`src/rtl/ber_pkg.sv`:
```
// rtl/ber_pkg.sv - shared types and default constants for the BER pair aligner
//
// Purpose: FSM state encoding and default widths/depth for the audio and text
//          bit-error counter feeders.
// Ports:   none (package).

package ber_pkg;

  typedef enum logic [1:0] {
    ST_IDLE  = 2'd0,
    ST_RUN   = 2'd1,
    ST_FAULT = 2'd2
  } ber_state_e;

  localparam int AUDIO_W   = 12;
  localparam int TEXT_W    = 8;
  localparam int DEF_DEPTH = 16;
  localparam int DEF_CNT_W = 32;

endpackage

```
`src/rtl/ber_sync_fifo.sv`:
```
// rtl/ber_sync_fifo.sv - WIDTH x DEPTH register FIFO with explicit occupancy
//
// Purpose: holds transmitted words in flight until their received partner
//          arrives. Occupancy is tracked separately from the pointers so full
//          and empty are unambiguous.
// Ports:
//   clock  - system clock, rising edge
//   reset  - synchronous, active-low
//   flush  - synchronous empty (pointers and level to zero)
//   push   - write wdata; accepted when not full, or when full with pop
//   wdata  - word to write
//   pop    - discard the oldest word; ignored when empty
//   rdata  - oldest word (combinational view of the head)
//   level  - occupancy, 0..DEPTH
//   full   - level == DEPTH
//   empty  - level == 0

import ber_pkg::*;

module ber_sync_fifo #(
  parameter int WIDTH = AUDIO_W,
  parameter int DEPTH = DEF_DEPTH
) (
  input  logic                     clock,
  input  logic                     reset,
  input  logic                     flush,
  input  logic                     push,
  input  logic [WIDTH-1:0]         wdata,
  input  logic                     pop,
  output logic [WIDTH-1:0]         rdata,
  output logic [$clog2(DEPTH):0]   level,
  output logic                     full,
  output logic                     empty
);

  localparam int ADDR_W = $clog2(DEPTH);
  localparam int LVL_W  = ADDR_W + 1;

  logic [WIDTH-1:0]  r_mem [DEPTH];
  logic [ADDR_W-1:0] r_wr_ptr;
  logic [ADDR_W-1:0] r_rd_ptr;
  logic [LVL_W-1:0]  r_level;

  logic w_full;
  logic w_empty;
  logic w_do_push;
  logic w_do_pop;

  assign w_full    = (r_level == LVL_W'(DEPTH));
  assign w_empty   = (r_level == '0);
  // A push into a full FIFO is legal only when the head leaves the same cycle.
  assign w_do_push = push && (!w_full || pop);
  assign w_do_pop  = pop && !w_empty;

  // Storage carries no reset; stale entries are never visible because level
  // gates every read.
  always_ff @(posedge clock) begin
    if (w_do_push && reset && !flush) begin
      r_mem[r_wr_ptr] <= wdata;
    end
  end

  always_ff @(posedge clock) begin
    if (!reset || flush) begin
      r_wr_ptr <= '0;
      r_rd_ptr <= '0;
      r_level  <= '0;
    end else begin
      if (w_do_push) begin
        r_wr_ptr <= r_wr_ptr + ADDR_W'(1);
      end
      if (w_do_pop) begin
        r_rd_ptr <= r_rd_ptr + ADDR_W'(1);
      end
      case ({w_do_push, w_do_pop})
        2'b10:   r_level <= r_level + LVL_W'(1);
        2'b01:   r_level <= r_level - LVL_W'(1);
        default: r_level <= r_level;
      endcase
    end
  end

  assign rdata = r_mem[r_rd_ptr];
  assign level = r_level;
  assign full  = w_full;
  assign empty = w_empty;

endmodule

```
`src/rtl/ber_pair_aligner.sv`:
```
// rtl/ber_pair_aligner.sv - time-aligns tx/rx words for the bit-error counters
//
// Purpose: buffers transmitted words until the matching received word returns
//          through the channel, then presents the pair on pattern1/pattern2
//          with a one-cycle enable pulse. Flags dropped tx words (overflow,
//          alignment lost -> FAULT) and rx words with no partner (underflow).
// Ports:
//   clock     - system clock, rising edge
//   reset     - synchronous, active-low; priority over clear
//   start     - level; 1 = accept traffic, 0 = idle (FIFO retained)
//   clear     - synchronous flush of FIFO, flags, counter; back to IDLE
//   tx_valid  - tx_data is a transmitted word
//   tx_data   - transmitted word
//   rx_valid  - rx_data is a received word
//   rx_data   - received word
//   pattern1  - registered tx word of the current pair
//   pattern2  - registered rx word of the current pair
//   enable    - one-cycle pulse, pattern1/pattern2 valid
//   level     - FIFO occupancy
//   pairs     - pairs emitted, saturating
//   overflow  - sticky, a tx word was dropped
//   underflow - sticky, an rx word arrived with no tx partner

module ber_pair_aligner
  import ber_pkg::*;
#(
  parameter int WIDTH = AUDIO_W,
  parameter int DEPTH = DEF_DEPTH,
  parameter int CNT_W = DEF_CNT_W
) (
  input  logic                     clock,
  input  logic                     reset,
  input  logic                     start,
  input  logic                     clear,
  input  logic                     tx_valid,
  input  logic [WIDTH-1:0]         tx_data,
  input  logic                     rx_valid,
  input  logic [WIDTH-1:0]         rx_data,
  output logic [WIDTH-1:0]         pattern1,
  output logic [WIDTH-1:0]         pattern2,
  output logic                     enable,
  output logic [$clog2(DEPTH):0]   level,
  output logic [CNT_W-1:0]         pairs,
  output logic                     overflow,
  output logic                     underflow
);

  ber_state_e r_state;
  ber_state_e w_state_nxt;

  logic [WIDTH-1:0] r_pattern1;
  logic [WIDTH-1:0] r_pattern2;
  logic             r_enable;
  logic [CNT_W-1:0] r_pairs;
  logic             r_overflow;
  logic             r_underflow;

  logic             w_push;
  logic             w_pop;
  logic             w_pair;
  logic             w_bypass;
  logic             w_set_ovf;
  logic             w_set_unf;
  logic [WIDTH-1:0] w_fifo_rdata;
  logic             w_fifo_full;
  logic             w_fifo_empty;

  ber_sync_fifo #(
    .WIDTH (WIDTH),
    .DEPTH (DEPTH)
  ) u_fifo (
    .clock (clock),
    .reset (reset),
    .flush (clear),
    .push  (w_push),
    .wdata (tx_data),
    .pop   (w_pop),
    .rdata (w_fifo_rdata),
    .level (level),
    .full  (w_fifo_full),
    .empty (w_fifo_empty)
  );

  always_ff @(posedge clock) begin
    if (!reset) begin
      r_state <= ST_IDLE;
    end else begin
      r_state <= w_state_nxt;
    end
  end

  // Next state and per-cycle datapath controls. clear overrides all traffic;
  // the edge that leaves IDLE never carries traffic.
  always_comb begin
    w_state_nxt = r_state;
    w_push      = 1'b0;
    w_pop       = 1'b0;
    w_pair      = 1'b0;
    w_bypass    = 1'b0;
    w_set_ovf   = 1'b0;
    w_set_unf   = 1'b0;
    if (clear) begin
      w_state_nxt = ST_IDLE;
    end else begin
      case (r_state)
        ST_IDLE: begin
          if (start) begin
            w_state_nxt = ST_RUN;
          end
        end
        ST_RUN: begin
          if (!start) begin
            w_state_nxt = ST_IDLE;
          end else if (tx_valid && rx_valid) begin
            w_pair = 1'b1;
            if (w_fifo_empty) begin
              // Zero channel latency: pair directly, nothing enters the FIFO.
              w_bypass = 1'b1;
            end else begin
              w_push = 1'b1;
              w_pop  = 1'b1;
            end
          end else if (tx_valid) begin
            if (w_fifo_full) begin
              w_set_ovf   = 1'b1;
              w_state_nxt = ST_FAULT;
            end else begin
              w_push = 1'b1;
            end
          end else if (rx_valid) begin
            if (w_fifo_empty) begin
              w_set_unf = 1'b1;
            end else begin
              w_pop  = 1'b1;
              w_pair = 1'b1;
            end
          end
        end
        ST_FAULT: begin
          w_state_nxt = ST_FAULT;
        end
        default: begin
          w_state_nxt = ST_IDLE;
        end
      endcase
    end
  end

  always_ff @(posedge clock) begin
    if (!reset || clear) begin
      r_pattern1  <= '0;
      r_pattern2  <= '0;
      r_enable    <= 1'b0;
      r_pairs     <= '0;
      r_overflow  <= 1'b0;
      r_underflow <= 1'b0;
    end else begin
      r_enable <= w_pair;
      if (w_pair) begin
        r_pattern1 <= w_bypass ? tx_data : w_fifo_rdata;
        r_pattern2 <= rx_data;
        if (r_pairs != '1) begin
          r_pairs <= r_pairs + CNT_W'(1);
        end
      end
      if (w_set_ovf) begin
        r_overflow <= 1'b1;
      end
      if (w_set_unf) begin
        r_underflow <= 1'b1;
      end
    end
  end

  assign pattern1  = r_pattern1;
  assign pattern2  = r_pattern2;
  assign enable    = r_enable;
  assign pairs     = r_pairs;
  assign overflow  = r_overflow;
  assign underflow = r_underflow;

endmodule

```
`config.mk`:
```
export PLATFORM = sky130hd
export DESIGN_NAME = ber_pair_aligner
export DESIGN_NICKNAME = d
export VERILOG_FILES = /design/src/rtl/ber_pkg.sv /design/src/rtl/ber_sync_fifo.sv /design/src/rtl/ber_pair_aligner.sv
export SDC_FILE = /design/constraint.sdc
export NUM_CORES = 1
export LEC_CHECK = 0
export BUFFER_PORTS_ARGS = -buffer_cell sky130_fd_sc_hd__buf_2
export CORE_ASPECT_RATIO = 2
export CORE_MARGIN = 2
export CORE_UTILIZATION = 64
export DETAILED_ROUTE_END_ITERATION = 7
export GPL_ROUTABILITY_DRIVEN = 0
export PLACE_DENSITY = 0.85
export SYNTH_ARGS = -nofsm -noshare
export SYNTH_HDL_FRONTEND = slang
export SYNTH_SLANG_ARGS = --single-unit
```
`constraint.sdc`:
```
create_clock -name clock -period 8.2 [get_ports clock]
set_input_delay 0.82 -clock clock [delete_from_list [all_inputs] [get_ports clock]]
set_output_delay 0.82 -clock clock [all_outputs]
set_load 0.01 [all_outputs]
```
---- Word-level counts from Yosys, hierarchy flattened ----
Memories as Yosys holds them, arrays and structs flattened. A register that Yosys moved wholly into a read port is not among the register bits.
Cells that the tools add are included.
operators by class
  reduce and logical (&&, ||, !) cells .... 17
  bitwise gates (word level) .............. 1
  muxes and demuxes ....................... 46
  equal/unequal tests ..................... 10
  add/subtract/negate cells ............... 5
operators by type and width
  cell                                               number
  two-way mux 1 bit                                  36
  adder 32 x 1 -> 32 bit (second input constant)     1
  != test 32 bit (second input constant)             1
  two-way mux 12 bit                                 1
  two-way mux 2 bit                                  5
  one-hot mux 5 bit (2 select lines)                 1
  adder 4 x 1 -> 4 bit (second input constant)       2
  two-way mux 4 bit                                  2
  != test 3 bit (second input constant)              2
  one-hot mux 2 bit (3 select lines)                 1
  adder 5 x 1 -> 5 bit (second input constant)       1
  == test 5 bit (second input constant)              1
  logical AND 1 bit                                  5
  zero test 5 bit                                    1
  subtractor 5 x 1 -> 5 bit (second input constant)  1
  == test 2 x 1 -> 1 bit (second input constant)     2
  == test 2 bit (second input constant)              2
  zero test 1 bit                                    4
  AND reduction 4 bit                                1
  != test 3 x 2 -> 1 bit (second input constant)     1
  zero test 2 bit                                    1
  logical OR 1 bit                                   2
  != test 2 bit (second input constant)              1
  AND reduction 2 bit                                1
  other kinds (3)                                    3
word-level totals
  input port bits ......................... 30
  bits in writable memories ............... 192
  bits in registers ....................... 74
  memories kept ........................... 1
  logic and storage cells ................. 90
  output and inout port bits .............. 64
memory list
  memory        depth  bits a word  rd ports  clocked after Yosys merged registers in  write ports  RTL line             source
  u_fifo.r_mem  16     12           1         1                                        1            ber_sync_fifo.sv:39  logic [WIDTH-1:0] r_mem [DEPTH];

---- Longest topological paths before layout ----
Gate-level depths: netlist of run 1.
  depth after elaboration ................. 14
  mapped depth ............................ 11
  mapped depth without buffers ............ 11

---- By module ----
A second synthesis of run 1 with hierarchy kept.
second synthesis, totals
  cells, all modules ...................... 740
  area, all modules ....................... 10,985.5 sq um
modules (own cells, without submodules)
  module            cells each  sequential area each (sq um)  area an instance (sq um)  instances
  ber_sync_fifo     407         6,105.9                       8,117.8                   1
  ber_pair_aligner  333         1,221.2                       2,867.8                   1

---- Least setup slack after synthesis of run 1 ----
No wires, ideal clock.
  kind .................................... in2reg
  start point ............................. input port clear
  end point ............................... register u_fifo.r_level[4] (netlist: u_fifo.level[4])
  data required time ...................... 8.130 ns
  stages .................................. 10
  path buffers ............................ 0
  path slack .............................. 5.009 ns
  arrival ................................. 3.121 ns
  library setup time ...................... 0.070 ns
  cell sequence ........................... nand4bb_1 > a211oi_2 > ha_1 > inv_1 > fa_1 > nor2b_1 > o21ai_0 > and3_1 > or4_1 > a21oi_1
between the ends
  elaborated cells on any way between the ends .. 10
  those cells by class .................... eq/ne (2); mux (3); reduce/logical (5)
RTL lines
  element                                                                   RTL line                 source
  start, declared                                                           ber_pair_aligner.sv:34   input logic clear,
  two-way mux 1 bit (*)                                                     ber_pair_aligner.sv:102  if (clear) begin
  logical AND 1 bit (*)                                                     ber_sync_fifo.sv:53      assign w_do_pop = pop && !w_empty;
  net u_fifo.w_do_pop                                                       ber_sync_fifo.sv:47      logic w_do_pop;
  == test 2 x 1 -> 1 bit or == test 2 bit (tied branches)                   ber_sync_fifo.sv:75      case ({w_do_push, w_do_pop})
  one-hot mux 5 bit (2 select lines) or nonzero test 2 bit (tied branches)  -
  end signal, assigned                                                      ber_sync_fifo.sv:76      2'b10: r_level <= r_level + LVL_W'(1);
  end signal, assigned                                                      ber_sync_fifo.sv:77      2'b01: r_level <= r_level - LVL_W'(1);
  end signal, assigned                                                      ber_sync_fifo.sv:78      default: r_level <= r_level;
  end, declared                                                             ber_sync_fifo.sv:42      logic [LVL_W-1:0] r_level;
Mark *: on every way through the listed nets, which the timed path passes. The rest lies on a longest branch.
A chain may end at the register's enable or synchronous reset.

---- Worst setup path in the final report of run 1 ----
  start point ............................. register u_fifo.r_level[1] (netlist: u_fifo.level[1])
  end point ............................... register u_fifo.r_level[4] (netlist: u_fifo.level[4])
between the ends
  longest elaborated chain between the ends .. 12
  elaborated cells on any way between the ends .. 26
  those cells by class .................... add/sub (2); eq/ne (3); mux (14); reduce/logical (7)
ends and longest elaborated chain
  element                                                                   RTL line                                          source
  zero test 5 bit                                                           ber_sync_fifo.sv:50                               assign w_empty = (r_level == '0);
  two-way mux 1 bit                                                         ber_pair_aligner.sv:116, ber_pair_aligner.sv:131
  two-way mux 1 bit                                                         ber_pair_aligner.sv:130                           end else if (rx_valid) begin
  two-way mux 1 bit                                                         ber_pair_aligner.sv:123                           end else if (tx_valid) begin
  two-way mux 1 bit                                                         ber_pair_aligner.sv:114                           end else if (tx_valid && rx_valid) begin
  two-way mux 1 bit                                                         ber_pair_aligner.sv:112                           if (!start) begin
  two-way mux 1 bit                                                         ber_pair_aligner.sv:105                           case (r_state)
  two-way mux 1 bit                                                         ber_pair_aligner.sv:102
  logical OR 1 bit                                                          ber_sync_fifo.sv:52                               assign w_do_push = push && (!w_full || pop);
  logical AND 1 bit                                                         ber_sync_fifo.sv:52
  == test 2 x 1 -> 1 bit or == test 2 bit (tied branches)                   ber_sync_fifo.sv:75
  one-hot mux 5 bit (2 select lines) or nonzero test 2 bit (tied branches)  -
Parallel ways exist; a longest one is shown, timed or not.

==> run metrics, run 1 <==
post-CTS setup buffers=0; sequential share of power=56.4%; CP peak stage delay=0.58 ns; Finish-stage setup viols=0; Arr. time, crit path=3.66 ns; worst path required time=8.65 ns; FF+latch area=7330 um^2; initial antenna violation count=0; slowest CP cell=or4_4; # DRC=0; Max Fanout on Critical Path=6; global-route usage over all layers=27.9%; ant diodes=0; core box area=16600 um^2; via count=6668; DP HPWL=15500 um; Horiz. Die Dim=95.7 um; Setup Skew=0.0126 ns; port bufs=93; Clock transition at path regs=0.07 ns; top cell type's share of synthesized area=53.5%; number of global-route vias before repair=6586; wl on met1=9120 um; Layout area overhead=12.5%; HP Class=register to register; Sw Share=20.0%; pwr/cell area=213 nW/um^2; CTS sink count=270; Clk pwr share=42.2%; CP top delay family=simple AND/OR/NAND/NOR gates; Switch Pwr=0.518 mW; drt wl/cell=24.0 um; Slew headroom=23.9%; register bit total from synthesis=270; Tightest Pin Transition=1.14 ns; crit path capture type=register; RSZ-0062 raised after global routing=false; wire length on met2=12600 um; num rows=67; EDFF count, synth=192; startpoint types=register; Clock Root Buffer=clkbuf_16; Post-layout nets=837; Die Ht=187 um; Power, Total=2.58 mW; Crit path top cell by count=inv_1; met3 wire len=1740 um; reg-to-reg slack, setup=4.99 ns; GRT overflow=0; starting density of the core=64.9%; Max IR drop VDD=0.000225 V; largest net degree at the start of global routing=64; IO Pins=94; Synth Instances=711; first-pass detailed-route iteration total=5; Max Cap Viol=0; Iter 0 DRT Violations=591; DIE AREA=17900 um^2; CTS resizes=0; fill cell count=1026; crit-path cells=or4_4 -> o211a_1 -> inv_1 -> ha_1 -> inv_1 -> fa_1 -> nor2b_1 -> o21ai_0 -> and3_1 -> or4_1 -> a21oi_1; status=finished clean; Area contributors post-synth=edfxtp_1, dfxtp_1, mux4_2; Int Pwr=2.07 mW; Post-Synthesis Cell Area=10800 um^2; vias per inst=6.54; number of H-tree levels=1; post-synthesis area per instance=15.1 um^2; max layer used=met4; CP Class=register to register; Antenna Violating Nets Remaining=0; Worst Slack Setup Final=4.99 ns; cts bufs inserted=23; footprint of the multi-input gates=3250 um^2; Seq/Total Area, Yosys=68.0%; Final Cycle Share=39.2%; clk_lat worst skew=0.53 ns; Layout Utilization=73.0%; TritonCTS clock tree=done; Final Hold Vio Count=0; Final TNS setup=0 ns; setup slack at placement=4.60 ns; CTS Buffer Depth=3; Leak=3.94 nW; combinational group share of total power=1.4%; Final Critical Period=3.21 ns; DRT Wirelength=24500 um; Yosys top cell by area=edfxtp_1; Main synth FF type=edfxtp_1; Ys Warns=0; CP Buf/Inv Count=2; synth unique cells=56; fmax=0.311 GHz; Syn Nets=752; hold-fix buffer count after cts=0; Slew Viols, Final=0; proportion of layout cells with a drive suffix above 1=24.1%; wire length of the first global-routing pass=36900 um; Post-synth ARST share=0%
[path summary, 6_finish.rpt]
path,cells past startpoint,startpoint,to
worst max-delay path,11,u_fifo.level[1]$_SDFFE_PP0P_,u_fifo.level[4]$_SDFFE_PP0P_
worst min-delay path,2,pattern2[3]$_SDFFE_PP0P_,pattern2[3]$_SDFFE_PP0P_
worst max register to register,11,u_fifo.level[1]$_SDFFE_PP0P_,u_fifo.level[4]$_SDFFE_PP0P_
worst min register to register,2,pattern2[3]$_SDFFE_PP0P_,pattern2[3]$_SDFFE_PP0P_
[power groups by stage]
stage	Clock [mW]	Combinational [mW]	Sequential, mW
after floorplan	0	0.00924	1.49
after global placement	0	0.0335	1.49
after detailed placement	0	0.0364	1.49
after CTS	1.10	0.0364	1.46
after global routing	1.14	0.0391	1.46
final	1.09	0.0371	1.46
[worst min-delay path, delay by kind of cell (launching register included)]
family           cells  cell delay [ns]
AND/OR/NAND/NOR      1             0.05
flip-flops           1             0.31
AO/OA/AOI/OAI        1             0.05
[state kept, by name, indices dropped and copies added (netlist names), named ones only]
signal	cells
enable	1
overflow	1
pairs	32
pattern1	12
pattern2	12
r_state	2
u_fifo.level	5
u_fifo.r_mem	192
u_fifo.r_rd_ptr	4
u_fifo.r_wr_ptr	4
underflow	1
[synth_stat cells (2+ instances only)]
| master | n |
|---|---|
| xor2_1 | 9 |
| o21ai_1 | 16 |
| a211oi_1 | 11 |
| o21ai_0 | 10 |
| or3_1 | 24 |
| clkbuf_1 | 18 |
| nor3_1 | 6 |
| dfxtp_1 | 78 |
| o31ai_1 | 4 |
| a221o_1 | 11 |
| nor4_1 | 2 |
| nand2_1 | 51 |
| nor2_1 | 45 |
| nand3_1 | 9 |
| a2111o_1 | 2 |
| and4_1 | 2 |
| nand2b_1 | 4 |
| xnor2_1 | 4 |
| clkbuf_8 | 2 |
| a221oi_1 | 2 |
| inv_1 | 12 |
| buf_2 | 9 |
| a22oi_1 | 2 |
| mux2i_1 | 17 |
| or4_1 | 5 |
| nand4_1 | 12 |
| o22ai_1 | 12 |
| a21oi_1 | 47 |
| ha_1 | 10 |
| nor2b_1 | 4 |
| edfxtp_1 | 192 |
| buf_4 | 2 |
| and3_1 | 3 |
| buf_1 | 4 |
| mux4_2 | 46 |
| and2_1 | 4 |
[placed cells by master (no fill, tap or decap), types with 3 or more instances in the layout]
master	instances
and3_1	3
nand3_1	9
nor2_1	45
o22ai_1	12
xor2_1	9
mux4_2	46
clkinvlp_4	3
o31ai_1	4
ha_1	10
a221o_1	11
dfxtp_1	76
a21oi_1	47
inv_1	12
clkbuf_16	23
or3_1	24
o21ai_0	10
mux2i_1	17
or4_1	5
nand2_1	51
a211oi_1	11
edfxtp_1	192
o21ai_1	16
clkbuf_1	3
clkinv_2	3
and2_1	4
nand2b_1	3
nand4_1	12
xnor2_1	4
nor3_2	5
nor2b_1	4
buf_2	93
[layer usage]
metal	vias up	global-route usage, %
met3	68	4.11
li1	2953	-
met1	3337	38.2
met4	0	10.7
met2	310	45.3
met5	-	0
[cell type report]
class	count	share of cell area (%)
clock buffers	28	5.07
well taps	207	2.14
inverters	12	0.372
flip-flops and latches	270	60.5
repair buffers	95	3.97
multi-input cells	394	26.8
clock inverters	13	1.11
[stage by stage]
stage / cell area [um^2] / hold WS, ns / cells
after floorplan: 10800 / 0.451 / 711
after global placement: 11400 / 0.439 / 978
after detailed placement: 11400 / 0.448 / 978
after CTS: 12100 / 0.457 / 1019
after global routing: 12100 / 0.477 / 1019
final: 12100 / 0.454 / 1019
[kinds of logic (layout without fill, tap and decap cells)]
group                    after synthesis  count (layout)  synth area share, %
adder cells (fa/ha/maj)               11              11                 1.35
AND/OR/NAND/NOR                      180             180                 8.60
multiplexers                          64              64                 11.3
XOR/XNOR                              13              13                 1.06
flip-flops                           270             270                 68.0
AO/OA/AOI/OAI                        126             126                 7.65
buffers and inverters                 47             148                 2.00
Power figures use the tool's default switching activity.
==> inputs of run 2 (changes only) <==
--- a/config.mk
+++ b/config.mk
@@ -8,10 +8,10 @@
 export BUFFER_PORTS_ARGS = -buffer_cell sky130_fd_sc_hd__buf_2
 export CORE_ASPECT_RATIO = 2
 export CORE_MARGIN = 2
-export CORE_UTILIZATION = 64
+export CORE_UTILIZATION = 59
 export DETAILED_ROUTE_END_ITERATION = 7
 export GPL_ROUTABILITY_DRIVEN = 0
-export PLACE_DENSITY = 0.85
+export PLACE_DENSITY = 0.79
 export SYNTH_ARGS = -nofsm -noshare
 export SYNTH_HDL_FRONTEND = slang
 export SYNTH_SLANG_ARGS = --single-unit
==> constraint.sdc (replaced) <==
create_clock -name clock -period 3.1 [get_ports clock]
set_input_delay 0.31 -clock clock [delete_from_list [all_inputs] [get_ports clock]]
set_output_delay 0.31 -clock clock [all_outputs]
set_load 0.01 [all_outputs]
==> run metrics, run 2 (synthesis results as in run 1) <==
fill cell count=1119 (+9.1%); crit-path cells=or4_4 -> o211a_1 -> inv_1 -> ha_4 -> inv_1 -> fa_2 -> nor2b_2 -> o21ai_0 -> and3_1 -> or4_1 -> a21oi_1; Post-DP Area=11600 um^2 (+2.4%); post-route cell area=12500 um^2 (+3.2%); number of global-route vias before repair=7270 (+10%); non-filler cells, final=1059 (+3.9%); CTS Buffer Depth=3 (unchanged); clk_lat worst skew=0.51 ns (-0.02 ns); Largest Register=u_fifo.r_mem; Antenna Violating Nets Remaining=0 (unchanged); Clock transition at path regs=0.07 ns (about the same); first-pass detailed-route iteration total=5 (unchanged); setup slack at placement=0.00475 ns (-4.59 ns); Max Fanout on Critical Path=6 (unchanged); most common cell after layout, fill and taps aside=edfxtp_1; reg2reg start=u_fifo.level[1]$_SDFFE_PP0P_; proportion of layout cells with a drive suffix above 1=27.8% (+3.6 points); Worst Slack Setup Final=0.118 ns (-4.87 ns); worst path required time=3.53 ns (-5.12 ns); CTS sink count=270 (unchanged); ant diodes=0 (unchanged); CP top delay family=simple AND/OR/NAND/NOR gates; num rows=69 (+3.0%); starting density of the core=60.3% (-4.6 points); flip-flop count of the largest register after layout=192 (unchanged); Crit path top cell by count=inv_1; Crit. Startpoint=u_fifo.level[1]$_SDFFE_PP0P_; hold slack=0.0517 ns (-0.402 ns); critical path endpoint=u_fifo.level[4]$_SDFFE_PP0P_; vias per inst=6.44 (-1.6%); Layout area overhead=16.1%; hold-fix buffer count after cts=0 (unchanged); fmax=0.335 GHz (+7.8%); Crit path depth=11 (unchanged); post-CTS setup buffers=0 (unchanged); Horiz. Die Dim=99.5 um (+4.0%); crit path capture type=register; CP peak stage delay=0.56 ns (-0.02 ns); via count=6822 (+2.3%); Die Ht=195 um (+4.1%); GRT overflow=0 (unchanged); wire length of the first global-routing pass=39800 um (+7.8%); Post-layout nets=871 (+4.1%); port bufs=93 (unchanged); Placed Cells=1018 (+4.1%); core box area=17900 um^2 (+7.7%); worst reg2reg path endpoint=u_fifo.level[4]$_SDFFE_PP0P_; TritonCTS clock tree=done; # DRC=0 (unchanged); Final Cycle Share=96.2% (+57 points); RSZ-0062 raised after global routing=false; Finish-stage setup viols=0 (unchanged); DRT Wirelength=25400 um (+3.9%); Final Critical Period=2.98 ns (-0.233 ns); DP HPWL=17100 um (+10%); number of H-tree levels=1 (unchanged); Final Hold Vio Count=0 (unchanged); reg-to-reg slack, setup=0.12 ns (-4.87 ns); drt wl/cell=24.0 um (about the same); Clock Root Buffer=clkbuf_16; Max Cap Viol=0 (unchanged); pwr/cell area=568 nW/um^2 (+170%); Arr. time, crit path=3.42 ns (-0.24 ns); largest net degree at the start of global routing=49 (-23%); Slew headroom=25.2% (+1.3 points); slowest CP cell=or4_4; CP Class=register to register; startpoint types=register; Register-to-Register Path Depth=11 (unchanged); cts bufs inserted=23 (unchanged); global-route usage over all layers=26.8% (-1.1 points); CP Buf/Inv Count=2 (unchanged); Final TNS setup=0 ns (unchanged); HP Class=primary input to register; DIE AREA=19400 um^2 (+8.2%); IO Pins=94 (unchanged); Leak=4.18 nW (+6.1%); most frequent cells in the layout=edfxtp_1, buf_2, dfxtp_1, nand2_1, a21oi_1; Tightest Pin Transition=1.12 ns (-0.0195 ns); Setup Skew=0.0119 ns (-0.000715 ns); initial antenna violation count=0 (unchanged); Max IR drop VDD=0.000488 V (+120%); Slew Viols, Final=0 (unchanged); status=finished clean; Hold Startpoint=rx_data[3]; Iter 0 DRT Violations=563 (-4.7%)
==> run 2: cell count changes in the layout (fill, tap and decap cells not counted), sizes merged <==
cell	previous run	this run
buf	95	129
bufinv	2	5
clkbuf	28	31
clkinvlp	3	0
clkinv	6	4
inv	14	13
==> run 2: final cells by class <==
cell class	count	area (um^2)	share of cell area [%]
tap	213	267	2.13
multi-input combinational	394	3270	26.2
timing repair buffer	129	748	5.99
clock buffer	31	657	5.26
clock inverter	10	178	1.42
inverter	12	45.0	0.360
sequential	270	7330	58.7
==> run 2: through the flow <==
| stage | utilization [%] | power [mW] |
|---|---|---|
| 3_3_place_gp | 65.1 | 4.02 |
| 5_1_grt | 69.9 | 7.27 |
| 4_1_cts | 69.8 | 7.13 |
| 6_report | 69.9 | 7.10 |
| 2_1_floorplan | - | 3.96 |
| 3_5_place_dp | 65.1 | 4.03 |
==> run 2: layer usage <==
| layer | wire, um | global-route usage [%] | up-vias |
|---|---|---|---|
| met3 | 1490 | 3.61 | 66 |
| li1 | - | - | 3014 |
| met1 | 8440 | 29.7 | 3415 |
| met5 | 0 | 0 | - |
| met2 | 14600 | 51.3 | 327 |
| met4 | 862 | 9.64 | 0 |
==> run 2: worst min path at each step <==
| stage | end | cells after the start | slack, ns |
|---|---|---|---|
| CTS | pattern2[3]$_SDFFE_PP0P_ | 3 | 0.04 |
| detailed placement | pattern2[5]$_SDFFE_PP0P_ | 2 | 0.45 |
| global placement | pattern2[1]$_SDFFE_PP0P_ | 2 | 0.44 |
| finish | pattern2[3]$_SDFFE_PP0P_ | 3 | 0.05 |
| global route | pattern2[1]$_SDFFE_PP0P_ | 3 | 0.05 |
| floorplan | u_fifo.r_mem[0][0]$_DFFE_PP_ | 0 | 0.41 |
==> run 2: power by group <==
part | internal [mW] | switching [mW]
Sequential | 3.85 | 0.00105
Combinational | 0.0204 | 0.0723
Clock | 1.91 | 1.25
==> run 2: worst min-delay path, stage by stage <==
cell	delay (ns)
buf_2	0.10
nand2_1	0.05
a21oi_1	0.05
==> run 2: repair_timing <==
action,CTS,global route
endpoints found under the hold margin,0,0
gates resized for setup,1,6
setup endpoints to repair,1,1
